===== config.mk =====
export PLATFORM = sky130hd
export DESIGN_NAME = bcd_seq_ctrl
export DESIGN_NICKNAME = d
export VERILOG_FILES = /design/src/rtl/bcd_seq_ctrl.sv
export SDC_FILE = /design/constraint.sdc
export NUM_CORES = 1
export LEC_CHECK = 0
export BUFFER_PORTS_ARGS = -buffer_cell sky130_fd_sc_hd__buf_2
export CELL_PAD_IN_SITES_DETAIL_PLACEMENT = 1
export CELL_PAD_IN_SITES_GLOBAL_PLACEMENT = 1
export CORE_MARGIN = 2
export CORE_UTILIZATION = 30
export DETAILED_ROUTE_END_ITERATION = 8
export PLACE_DENSITY_LB_ADDON = 0.1
export SYNTH_ARGS = -nofsm -noshare
export SYNTH_HDL_FRONTEND = slang
export SYNTH_SLANG_ARGS = --single-unit

===== constraint.sdc =====
create_clock -name clk -period 1.8 [get_ports clk]
set_input_delay 0.09 -clock clk [delete_from_list [all_inputs] [get_ports clk]]
set_output_delay 0.09 -clock clk [all_outputs]
set_load 0.1 [all_outputs]

===== src/rtl/bcd_seq_ctrl.sv =====
// bcd_seq_ctrl
//   Converts a 13-bit unsigned value to four BCD digits using a sequential
//   shift-and-add-3 engine (13 shift cycles). It also multiplexes the last
//   completed result onto a 4-digit common-anode display with leading-zero
//   blanking.
//
//   State table
//     state | meaning
//     IDLE  | waiting for start; result registers hold the last conversion
//     SHIFT | one add-3 / shift-left step per cycle, 13 steps in total
//     DONE  | scratch copied into the result registers, done pulse issued
//
// Ports
//   clk        in   sole clock, rising edge
//   rst        in   synchronous active-high reset
//   start      in   conversion request, sampled only in IDLE
//   binary     in   [12:0] value to convert, latched on an accepted start
//   busy       out  high in SHIFT or DONE
//   done       out  one-cycle pulse in the cycle the new result is visible
//   Thousands, Hundreds, Tens, Ones  out [3:0] registered BCD result
//   anode      out  [3:0] active-low digit enable, bit 0 = Ones
//   digit      out  [3:0] BCD value of the currently scanned digit
module bcd_seq_ctrl #(
  parameter int unsigned SCAN_DIV = 16
) (
  input  logic        clk,
  input  logic        rst,
  input  logic        start,
  input  logic [12:0] binary,
  output logic        busy,
  output logic        done,
  output logic [3:0]  Thousands,
  output logic [3:0]  Hundreds,
  output logic [3:0]  Tens,
  output logic [3:0]  Ones,
  output logic [3:0]  anode,
  output logic [3:0]  digit
);

  typedef enum logic [1:0] {IDLE, SHIFT, DONE} state_t;

  localparam logic [15:0] SCAN_LAST = 16'(SCAN_DIV - 1);

  state_t      state_q, state_d;
  logic [12:0] sr_q, sr_d;
  logic [15:0] scr_q, scr_d;
  logic [3:0]  cnt_q, cnt_d;
  logic [15:0] res_q, res_d;
  logic        done_q, done_d;
  logic [15:0] scan_q;
  logic [1:0]  idx_q;
  logic [15:0] scr_adj;

  function automatic logic [3:0] add3(input logic [3:0] n);
    return (n >= 4'd5) ? n + 4'd3 : n;
  endfunction

  // State and datapath registers
  always_ff @(posedge clk) begin
    if (rst) begin
      state_q <= IDLE;
      sr_q    <= '0;
      scr_q   <= '0;
      cnt_q   <= '0;
      res_q   <= '0;
      done_q  <= 1'b0;
    end else begin
      state_q <= state_d;
      sr_q    <= sr_d;
      scr_q   <= scr_d;
      cnt_q   <= cnt_d;
      res_q   <= res_d;
      done_q  <= done_d;
    end
  end

  // Next-state and datapath update
  always_comb begin
    // Per-nibble correction; carries never cross nibble boundaries.
    scr_adj = {add3(scr_q[15:12]), add3(scr_q[11:8]),
               add3(scr_q[7:4]),   add3(scr_q[3:0])};
    state_d = state_q;
    sr_d    = sr_q;
    scr_d   = scr_q;
    cnt_d   = cnt_q;
    res_d   = res_q;
    done_d  = 1'b0;
    case (state_q)
      IDLE: begin
        if (start) begin
          sr_d    = binary;
          scr_d   = '0;
          cnt_d   = 4'd13;
          state_d = SHIFT;
        end
      end
      SHIFT: begin
        scr_d = {scr_adj[14:0], sr_q[12]};
        sr_d  = {sr_q[11:0], 1'b0};
        cnt_d = cnt_q - 4'd1;
        if (cnt_q == 4'd1) state_d = DONE;
      end
      DONE: begin
        // done is registered so it lines up with the updated result.
        res_d   = scr_q;
        done_d  = 1'b1;
        state_d = IDLE;
      end
      default: state_d = IDLE;
    endcase
  end

  // Display scan, free-running and independent of the converter
  always_ff @(posedge clk) begin
    if (rst) begin
      scan_q <= '0;
      idx_q  <= '0;
    end else if (scan_q == SCAN_LAST) begin
      scan_q <= '0;
      idx_q  <= idx_q + 2'd1;
    end else begin
      scan_q <= scan_q + 16'd1;
    end
  end

  // Outputs
  always_comb begin
    busy      = (state_q != IDLE);
    done      = done_q;
    Thousands = res_q[15:12];
    Hundreds  = res_q[11:8];
    Tens      = res_q[7:4];
    Ones      = res_q[3:0];
    digit     = res_q[4*idx_q +: 4];
    anode     = 4'b1111;
    case (idx_q)
      2'd0: anode = 4'b1110;
      2'd1: if (res_q[15:4] != 12'd0) anode = 4'b1101;
      2'd2: if (res_q[15:8] != 8'd0)  anode = 4'b1011;
      2'd3: if (res_q[15:12] != 4'd0) anode = 4'b0111;
      default: anode = 4'b1111;
    endcase
  end

endmodule


==> impl_results.md, run 1 <==
* Sequential share of power at 0.546
* Internal power at 2.21 mW
* Post-synth top cells: dfxtp_1, nor2_1, a21oi_1
* Num CTS Buffers at 9
* Antenna violations before repair at 0
* Maximum vdd ir drop at 231 uV
* Number of diodes at 0
* Synthesized instance count at 407
* Crit start category: flip-flop
* Layout Nets at 487
* HPWL Detailed at 6340 um
* Via density at 4.90
* Asr flop ratio synth at 0
* Root cell of the clock tree: clkbuf_8
* Share of layout cells above drive strength 1 at 0.233
* CTS Buffer Depth at 2
* Seq/Total Area, Yosys at 0.417
* Detailed-route wire length at between 8000 and 9000 um
* Setup violations, final at 0
* DR iter-0 viols at 98
* Post-CTS Hold Buffers at 0
* DR pass1 iterations at 4
* Area share of the largest cell type after synthesis at 0.417
* Final Cell Area at 4110 um^2
* Post-Syn Area at around 3400 um^2
* Clock share of power at 0.349
* Syn_nets at between 400 and 500
* Critical Path AT at between 1.5 and 2 ns
* Final setup skew at 0.00571 ns
* First-pass GRT wire length at 14800 um
* Crit path capture: anode[1]
* Die width at 110 um
* Area Growth Syn to Fin at 22.4%
* DIE HEIGHT at around 110 um
* DRC violations left at 0
* Final ANT Viol Nets at 0
* Most frequent cell after synthesis: dfxtp_1
* GRT overflow at 0
* GRT Overall Usage at 0.155
* Worst-Skew Late Latency at ~0.34 ns
* # clock sinks at 70
* Post-DP Area at ~3900 um^2
* Clk slew on worst S/H paths at 0.07 ns
* Synth unique cells at 38
* Seq cells post-synth at 70
* Fin worst setup slack at 0.0720 ns
* Total die area at approximately 12000 um^2
* Crit end category: primary output
* Period Utilization, post-route at 0.960
* Top Ports at 42
* Worst reg2reg setup slack at around 0.26 ns
* H-Tree Depth at 3
* Vias post-DR at roughly 3000
* Outcome: finished, final reports clean
* Ys flop type: dfxtp_1
* Final hold viol count at 0
* Top cells by area, synth: dfxtp_1, nor2_1, a21oi_1
* Site Rows at 38
* Worst EP required at 1.71 ns
* Comb pwr share at 0.105
* Setup CP Type: reg -> out
* Min Tclk post-route at 1.73 ns
* Placed cells at 583
* Max-slew violation count at 0
* Sw power at roughly 0.78 mW
* Synth Warn # at 0
* Fmax at 579 MHz
* Post-route insts no fill at 600
* R2R Path End: scr_q[6]$_SDFFE_PP0P_
* LEAKAGE at 1.61 nW
* HP Class: in -> reg
* Cell taking the most area after synthesis: dfxtp_1
* Pwr per Cell Area at 729 nW/um^2
* Pin count of the biggest net entering global routing at 21
* Switching part of the total at 0.261
* Post-synth EDFFs at 0
* CP max FO at 4
* FF-to-FF Start: scr_q[5]$_SDFFE_PP0P_
* Crit. Startpoint: res_q[14]$_SDFFE_PP0P_
* GPL Wtd Cong at 0.773
* Routed wire per std cell at 14.5 um
* CTS tree: done
* Tightest Pin Transition at roughly 0.72 ns
* Max Cap Violations at 0
* Vias in the first global route at just over 3000
* Worst R2R Path Depth at 6
* Initial Util at 0.309
* Core region area at 10900 um^2
* Dpl ws at 0.209 ns
* Slew Limit Headroom at 0.517
* Mean Syn Cell Area at 8.26 um^2
* Port Buf Inserts at 41
-- critical path, stage by stage, from the launching register on --
cell	delay, ns
dfxtp_2	0.35
nor4_4	0.39
buf_4	0.17
nand4_1	0.10
nand2_2	0.11
buf_12	0.17
-- layout make-up --
cell class	count	area, um^2
well taps	140	175
fillers	1322	6780
multi-input cells	297	1870
flip-flops and latches	70	1420
repair buffers	59	423
inverters	19	75.1
clock inverters	2	10.0
clock buffers	13	139
-- cell usage in the layout, fill, tap and decap left out, types with 3 or more instances in the layout --
master,Yosys,routed
nor2_1,67,67
dfxtp_1,70,56
a21oi_1,42,42
nand2_1,39,38
buf_2,8,33
buf_4,2,21
nor3_1,20,20
xnor2_1,17,17
inv_1,19,16
ha_1,15,13
dfxtp_2,0,13
nor2b_1,12,12
o21ai_0,11,9
nand3_1,9,9
clkbuf_8,0,9
a22o_1,8,8
nor4_1,8,6
nand2b_1,6,6
xor2_1,5,5
mux2i_1,5,5
buf_12,0,5
nand4_1,4,4
a211oi_1,4,4
mux4_2,4,4
clkbuf_1,8,4
or3_1,3,3
-- power groups by stage --
stage | registers (mW) | logic (mW) | clock network, mW
2_1_floorplan | 1.66 | 0.222 | 0
5_1_grt | 1.65 | 0.360 | 1.19
4_1_cts | 1.64 | 0.325 | 1.11
6_report | 1.64 | 0.315 | 1.05
3_3_place_gp | 1.67 | 0.317 | 0
3_5_place_dp | 1.67 | 0.324 | 0
-- timing repair --
action | 4_1_cts | 5_1_grt
gates resized for setup | 8 | 4
buffers inserted | 0 | 2
hold endpoints to repair | 0 | 0
endpoints found under the setup margin | 6 | 5
pin swaps | 0 | 3
-- how the worst min path moves through the flow --
stage | start | endpoint | slack, ns | cells after the start
after floorplan | start | sr_q[10]$_SDFFE_PP0P_ | 0.31 | 3
after global placement | binary[0] | sr_q[0]$_SDFFE_PP0P_ | 0.43 | 4
after detailed placement | binary[0] | sr_q[0]$_SDFFE_PP0P_ | 0.46 | 4
after CTS | binary[0] | sr_q[0]$_SDFFE_PP0P_ | 0.07 | 4
after global routing | binary[0] | sr_q[0]$_SDFFE_PP0P_ | 0.11 | 4
final | binary[0] | sr_q[0]$_SDFFE_PP0P_ | 0.09 | 4
-- routing by layer --
layer  vias up  routed length (um)  track usage
met5         -                   0            0
met4         0                 125       0.0542
met3        12                 211       0.0314
met2        31                4230        0.265
met1      1417                4120        0.193
li1       1478                   -            -
-- cell families (layout without fill, tap and decap cells) --
kind of cell / count (synthesis) / in the layout / share of synthesized area
flops: 70 / 70 / 0.417
mux: 9 / 9 / 0.0417
xor+xnor: 22 / 22 / 0.0573
buf+inv: 40 / 93 / 0.0499
fa+ha+maj: 15 / 15 / 0.0558
compound gates: 71 / 71 / 0.124
simple gates: 180 / 180 / 0.254
-- state kept, by name (all words and copies together) (netlist names) --
signal,flops
state_q,2
sr_q,13
idx_q,2
scan_q,16
cnt_q,4
scr_q,16
done,1
res_q,16
-- per-stage QoR --
stage | power, mW | utilization | setup TNS, ns | hold slack, ns
after floorplan | 1.89 | - | 0 | 0.307
after global placement | 1.99 | 0.358 | 0 | 0.426
after detailed placement | 2.00 | 0.358 | 0 | 0.456
after CTS | 3.07 | 0.374 | 0 | 0.0723
after global routing | 3.19 | 0.378 | -0.0323 | 0.106
final | 3.00 | 0.378 | 0 | 0.0920
No activity file was read; power rests on OpenSTA's default activity.
==> inputs of run 2 (changes only) <==
Clock period 1.8 ns to 1.7 ns, I/O delays scaled along.
==> impl_results.md, run 2 (synthesis gave the netlist of run 1 again) <==
* Outcome: finished, final reports clean
* Pin count of the biggest net entering global routing at 25 (+19%)
* Pwr per Cell Area at 786 nW/um^2 (+7.8%)
* Vias post-DR at 2949 (+0.37%)
* Antenna violations before repair at 0 (unchanged)
* Initial Util at 0.309 (unchanged)
* Crit start category: flip-flop
* # clock sinks at 70 (unchanged)
* CTS tree: done
* Post-route insts no fill at 598 (-0.33%)
* Final ANT Viol Nets at 0 (unchanged)
* Post-CTS Hold Buffers at 0 (unchanged)
* Clk slew on worst S/H paths at 0.07 ns (about the same)
* Worst EP required at 1.62 ns (-0.09 ns)
* Worst-Skew Late Latency at 0.36 ns (+0.02 ns)
* Final setup skew at 0.0109 ns (+0.00517 ns)
* Worst reg2reg setup slack at 0.17 ns (-0.09 ns)
* GRT overflow at 0 (unchanged)
* Via density at 4.93 (+0.71%)
* Setup CP Type: reg -> out
* Vias in the first global route at 3031 (-1.4%)
* Fmax at 593 MHz
* Number of diodes at 0 (unchanged)
* Slew Limit Headroom at 0.594 (+0.0774)
* Num CTS Buffers at 9 (unchanged)
* Core region area at 10900 um^2 (unchanged)
* DR iter-0 viols at 81 (-17%)
* Final hold viol count at 0 (unchanged)
* Site Rows at 38 (unchanged)
* CP max FO at 3 (-1)
* DR pass1 iterations at 4 (unchanged)
* Setup repair after global routing missed its margin: yes
* HP Class: in -> reg
* LEAKAGE at 1.64 nW (+1.5%)
* Maximum vdd ir drop at 309 uV (+33%)
* Root cell of the clock tree: clkbuf_8
* Highest-count cells in the layout ignoring fill and taps: nor2_1, dfxtp_1, a21oi_1
* First-pass GRT wire length at 15000 um (+1.8%)
* Power, Total at 3.27 mW (+9.1%)
* Min Tclk post-route at 1.69 ns
* CTS Buffer Depth at 2 (unchanged)
* Period Utilization, post-route at 0.991
* Die width at 110 um (unchanged)
* Share of layout cells above drive strength 1 at 0.245 (+0.0119)
* Routed wire per std cell at 14.7 um (+1.3%)
* Detailed-route wire length at 8780 um (+1.0%)
* Max Cap Violations at 0 (unchanged)
* FILL cells at 1309 (-0.98%)
* Top Ports at 42 (unchanged)
* Port Buf Inserts at 41 (unchanged)
* Layout Nets at 487 (unchanged)
* Setup violations, final at 0 (unchanged)
* Setup_tns at 0 ns (unchanged)
* Max-slew violation count at 0 (unchanged)
* H-Tree Depth at 3 (unchanged)
* Post-DP Area at 3930 um^2 (+0.96%)
* Tightest Pin Transition at 0.606 ns (-0.116 ns)
* GPL Wtd Cong at 0.747 (-3.3%)
* Total die area at 12100 um^2 (unchanged)
* Final Cell Area at 4160 um^2 (+1.2%)
* Crit end category: primary output
* Hold Worst Slack at 0.0622 ns (-0.0298 ns)
* Most common cell after layout, fill and taps aside: nor2_1
* Critical Path AT at 1.60 ns (-0.04 ns)
* DIE HEIGHT at 110 um (unchanged)
* GRT Overall Usage at 0.163 (+0.00781)
* HPWL Detailed at 6300 um (-0.70%)
* Top Registers: res_q x16, scan_q x16, scr_q x16
* DRC violations left at 0 (unchanged)
* Area Growth Syn to Fin at 23.9%
* Placed cells at 585 (+0.34%)
run 2: routing by layer:
metal / vias to the layer above / share of wire / track usage / routed length [um]
li1: 1474 / - / - / -
met5: - / 0 / 0 / 0
met2: 30 / 0.48 / 0.268 / 4240
met1: 1431 / 0.47 / 0.203 / 4150
met4: 0 / 0.017 / 0.0624 / 149
met3: 14 / 0.027 / 0.0427 / 240
run 2: power breakdown:
part / switching (mW) / internal [mW]
sequential: 0.0431 / 1.69
clock: 0.619 / 0.580
combinational: 0.200 / 0.137
total: 0.862 / 2.41
run 2: worst paths after layout:
path,depth (start not counted),end,start
worst max register to register,6,scr_q[6]$_SDFFE_PP0P_,scr_q[5]$_SDFFE_PP0P_
worst max-delay path,5,anode[2],idx_q[0]$_SDFFE_PP0N_
worst min-delay path,4,sr_q[0]$_SDFFE_PP0P_,binary[0]
worst min register to register,2,res_q[13]$_SDFFE_PP0P_,scr_q[13]$_SDFFE_PP0P_
run 2: repair_timing:
item                                    in CTS  in global routing
cloned                                       0                  0
buffers inserted                             0                  0
endpoints found under the setup margin       7                  7
resized for setup                           17                  1
pin swaps                                    1                  3
run 2: area by class of cell:
class	instances	area [um^2]	share of cell area
clock buffers	11	151	0.0364
clock inverters	2	10.0	0.00240
inverters	19	82.6	0.0198
multi-input cells	297	1870	0.448
flip-flops and latches	70	1430	0.343
well taps	140	175	0.0421
repair buffers	59	452	0.109
run 2: critical path, stage by stage, from the launching register on:
cell and delay (ns):
dfxtp_4 0.38, inv_6 0.04, ha_1 0.22, a311oi_2 0.33, o21ai_4 0.09, buf_12 0.18
run 2: through the flow:
| step | setup WS (ns) | util |
|---|---|---|
| 2_1_floorplan | -0.0479 | - |
| 4_1_cts | -0.0243 | 0.382 |
| 5_1_grt | -0.0711 | 0.382 |
| 3_3_place_gp | 0.215 | 0.361 |
| 6_report | 0.0150 | 0.382 |
| 3_5_place_dp | 0.142 | 0.361 |
==> inputs of run 3 (changes only) <==
Settings changed: PLACE_DENSITY from default to 0.68, PLACE_DENSITY_LB_ADDON 0.1 to default.
==> impl_results.md, run 3 (synthesis gave the netlist of run 1 again) <==
* Worst R2R Path Depth at 6 (unchanged)
* HPWL Detailed at 6160 um (-2.1%)
* Root cell of the clock tree: clkbuf_8
* GRT Overall Usage at 0.159 (-0.00375)
* Period Utilization, post-route at 1.02 (+0.0253)
* GRT overflow at 0 (unchanged)
* Site Rows at 38 (unchanged)
* Layout Nets at 485 (-0.41%)
* FF-to-FF Start: scr_q[5]$_SDFFE_PP0P_
* R2R Path End: scr_q[6]$_SDFFE_PP0P_
* Area Growth Syn to Fin at 25.0%
* Fin worst setup slack at -0.0280 ns (-0.0430 ns)
* Min Tclk post-route at 1.73 ns (+0.0430 ns)
* CTS Buffer Depth at 2 (unchanged)
* Via density at 4.96 (+0.54%)
* Placed cells at 582 (-0.51%)
* LEAKAGE at 1.64 nW (about the same)
* Setup repair after global routing missed its margin: yes
* Final setup skew at 0.00844 ns (-0.00244 ns)
* Worst reg2reg setup slack at 0.15 ns (-0.02 ns)
* Top Registers: res_q x16, scan_q x16, scr_q x16
* Hold path start: binary[0]
* Port Buf Inserts at 41 (unchanged)
* Failing checks: negative setup slack
* Initial Util at 0.309 (unchanged)
* Hold endpoint: sr_q[0]$_SDFFE_PP0P_
* Pwr per Cell Area at 798 nW/um^2 (+1.5%)
* Max Cap Violations at 0 (unchanged)
* Tightest Pin Transition at 0.672 ns (+0.0657 ns)
* Crit end category: primary output
* Clk slew on worst S/H paths at 0.07 ns (about the same)
* Core region area at 10900 um^2 (unchanged)
* Min-Delay Path Depth at 4 (unchanged)
* Total die area at 12100 um^2 (unchanged)
* Highest-count cells in the layout ignoring fill and taps: nor2_1, dfxtp_1, a21oi_1
* DIE HEIGHT at 110 um (unchanged)
* Worst-Skew Late Latency at 0.35 ns (about the same)
* Final hold viol count at 0 (unchanged)
* CTS tree: done
* Slew Limit Headroom at 0.550 (-0.0439)
* Final Cell Area at 4200 um^2 (+0.93%)
* Vias post-DR at 2970 (+0.71%)
* Post-DP Area at 3910 um^2 (-0.57%)
* Post-route insts no fill at 599 (+0.17%)
* Top Ports at 42 (unchanged)
* DRC violations left at 0 (unchanged)
* Pin count of the biggest net entering global routing at 20 (-20%)
* H-Tree Depth at 3 (unchanged)
* Setup CP Type: reg -> out
* Power, Total at 3.35 mW (+2.5%)
* Setup_tns at -0.0428 ns (-0.0428 ns)
* HP Class: in -> reg
* Max-slew violation count at 0 (unchanged)
* DR pass1 iterations at 4 (unchanged)
* Final ANT Viol Nets at 0 (unchanged)
* Crit start category: flip-flop
* DR iter-0 viols at 145 (+79%)
* Share of layout cells above drive strength 1 at 0.257 (+0.0125)
* First-pass GRT wire length at 14900 um (-0.65%)
* CP max FO at 4 (+1)
* # clock sinks at 70 (unchanged)
* Worst EP required at 1.62 ns (about the same)
* Critical Path AT at 1.64 ns (+0.04 ns)
* Fmax at 579 MHz (-2.5%)
* Vias in the first global route at 3048 (+0.56%)
* Antenna violations before repair at 0 (unchanged)
* Number of diodes at 0 (unchanged)
* Detailed-route wire length at 8640 um (-1.6%)
* Num CTS Buffers at 9 (unchanged)
* Most common cell after layout, fill and taps aside: nor2_1
* Setup violations, final at 2 (+2)
* Routed wire per std cell at 14.4 um (-1.8%)
* Outcome: complete, but fails checks
* GPL Wtd Cong at 0.753 (+0.80%)
* Die width at 110 um (unchanged)
* Maximum vdd ir drop at 304 uV (-1.4%)
-- run 3: changes by cell type in the layout (fill, tap and decap cells not counted), moves of 2 or more --
cell	previous run	this run
ha_2	0	2
ha_1	14	12
buf_4	17	15
nor4_2	2	5
nor4_1	6	4
-- run 3: per-layer routing --
metal  routed length, um  global-route usage
met1                3820               0.189
met2                4410               0.277
met3                 264              0.0362
met4                 141              0.0597
met5                   0                   0
-- run 3: report_power, final --
part	switching (mW)	internal, mW
logic	0.201	0.134
registers	0.0387	1.69
clock network	0.642	0.646
-- run 3: worst max path at each step --
stage / startpoint / end / slack, ns
after floorplan: res_q[15]$_SDFFE_PP0P_ / anode[2] / -0.05
final: res_q[15]$_SDFFE_PP0P_ / anode[3] / -0.03
after global placement: idx_q[0]$_SDFFE_PP0N_ / anode[2] / 0.19
after CTS: res_q[14]$_SDFFE_PP0P_ / anode[2] / -0.01
after detailed placement: scan_q[0]$_SDFF_PP0_ / scan_q[12]$_SDFF_PP0_ / 0.15
after global routing: res_q[15]$_SDFFE_PP0P_ / anode[2] / -0.12
-- run 3: cell type report --
type | instances | area (um^2)
Clock buffer | 13 | 169
Clock inverter | 3 | 17.5
Fill cell | 1285 | 6690
Inverter | 19 | 82.6
Multi-Input combinational cell | 297 | 1890
Sequential cell | 70 | 1430
Tap cell | 140 | 175
Timing Repair Buffer | 57 | 442
-- run 3: what timing repair did --
action,4_1_cts,5_1_grt
hold buffers,0,0
setup buffers,0,1
pin swaps,3,3
setup endpoints to repair,7,10
gates resized for setup,19,6
cloned,0,0
-- run 3: worst max-delay path, cell delays in order (launching register included) --
cell	delay [ns]
dfxtp_2	0.35
nor4_4	0.36
buf_4	0.17
a211oi_2	0.08
o21ai_4	0.15
buf_12	0.19
-- run 3: per-stage QoR --
stage                     hold slack (ns)  setup WS, ns  utilization
final                              0.0741       -0.0280        0.386
after global routing               0.0853        -0.120        0.386
after CTS                          0.0582       -0.0103        0.383
after detailed placement            0.435         0.154        0.359
after global placement              0.432         0.195        0.359
after floorplan                     0.302       -0.0479            -
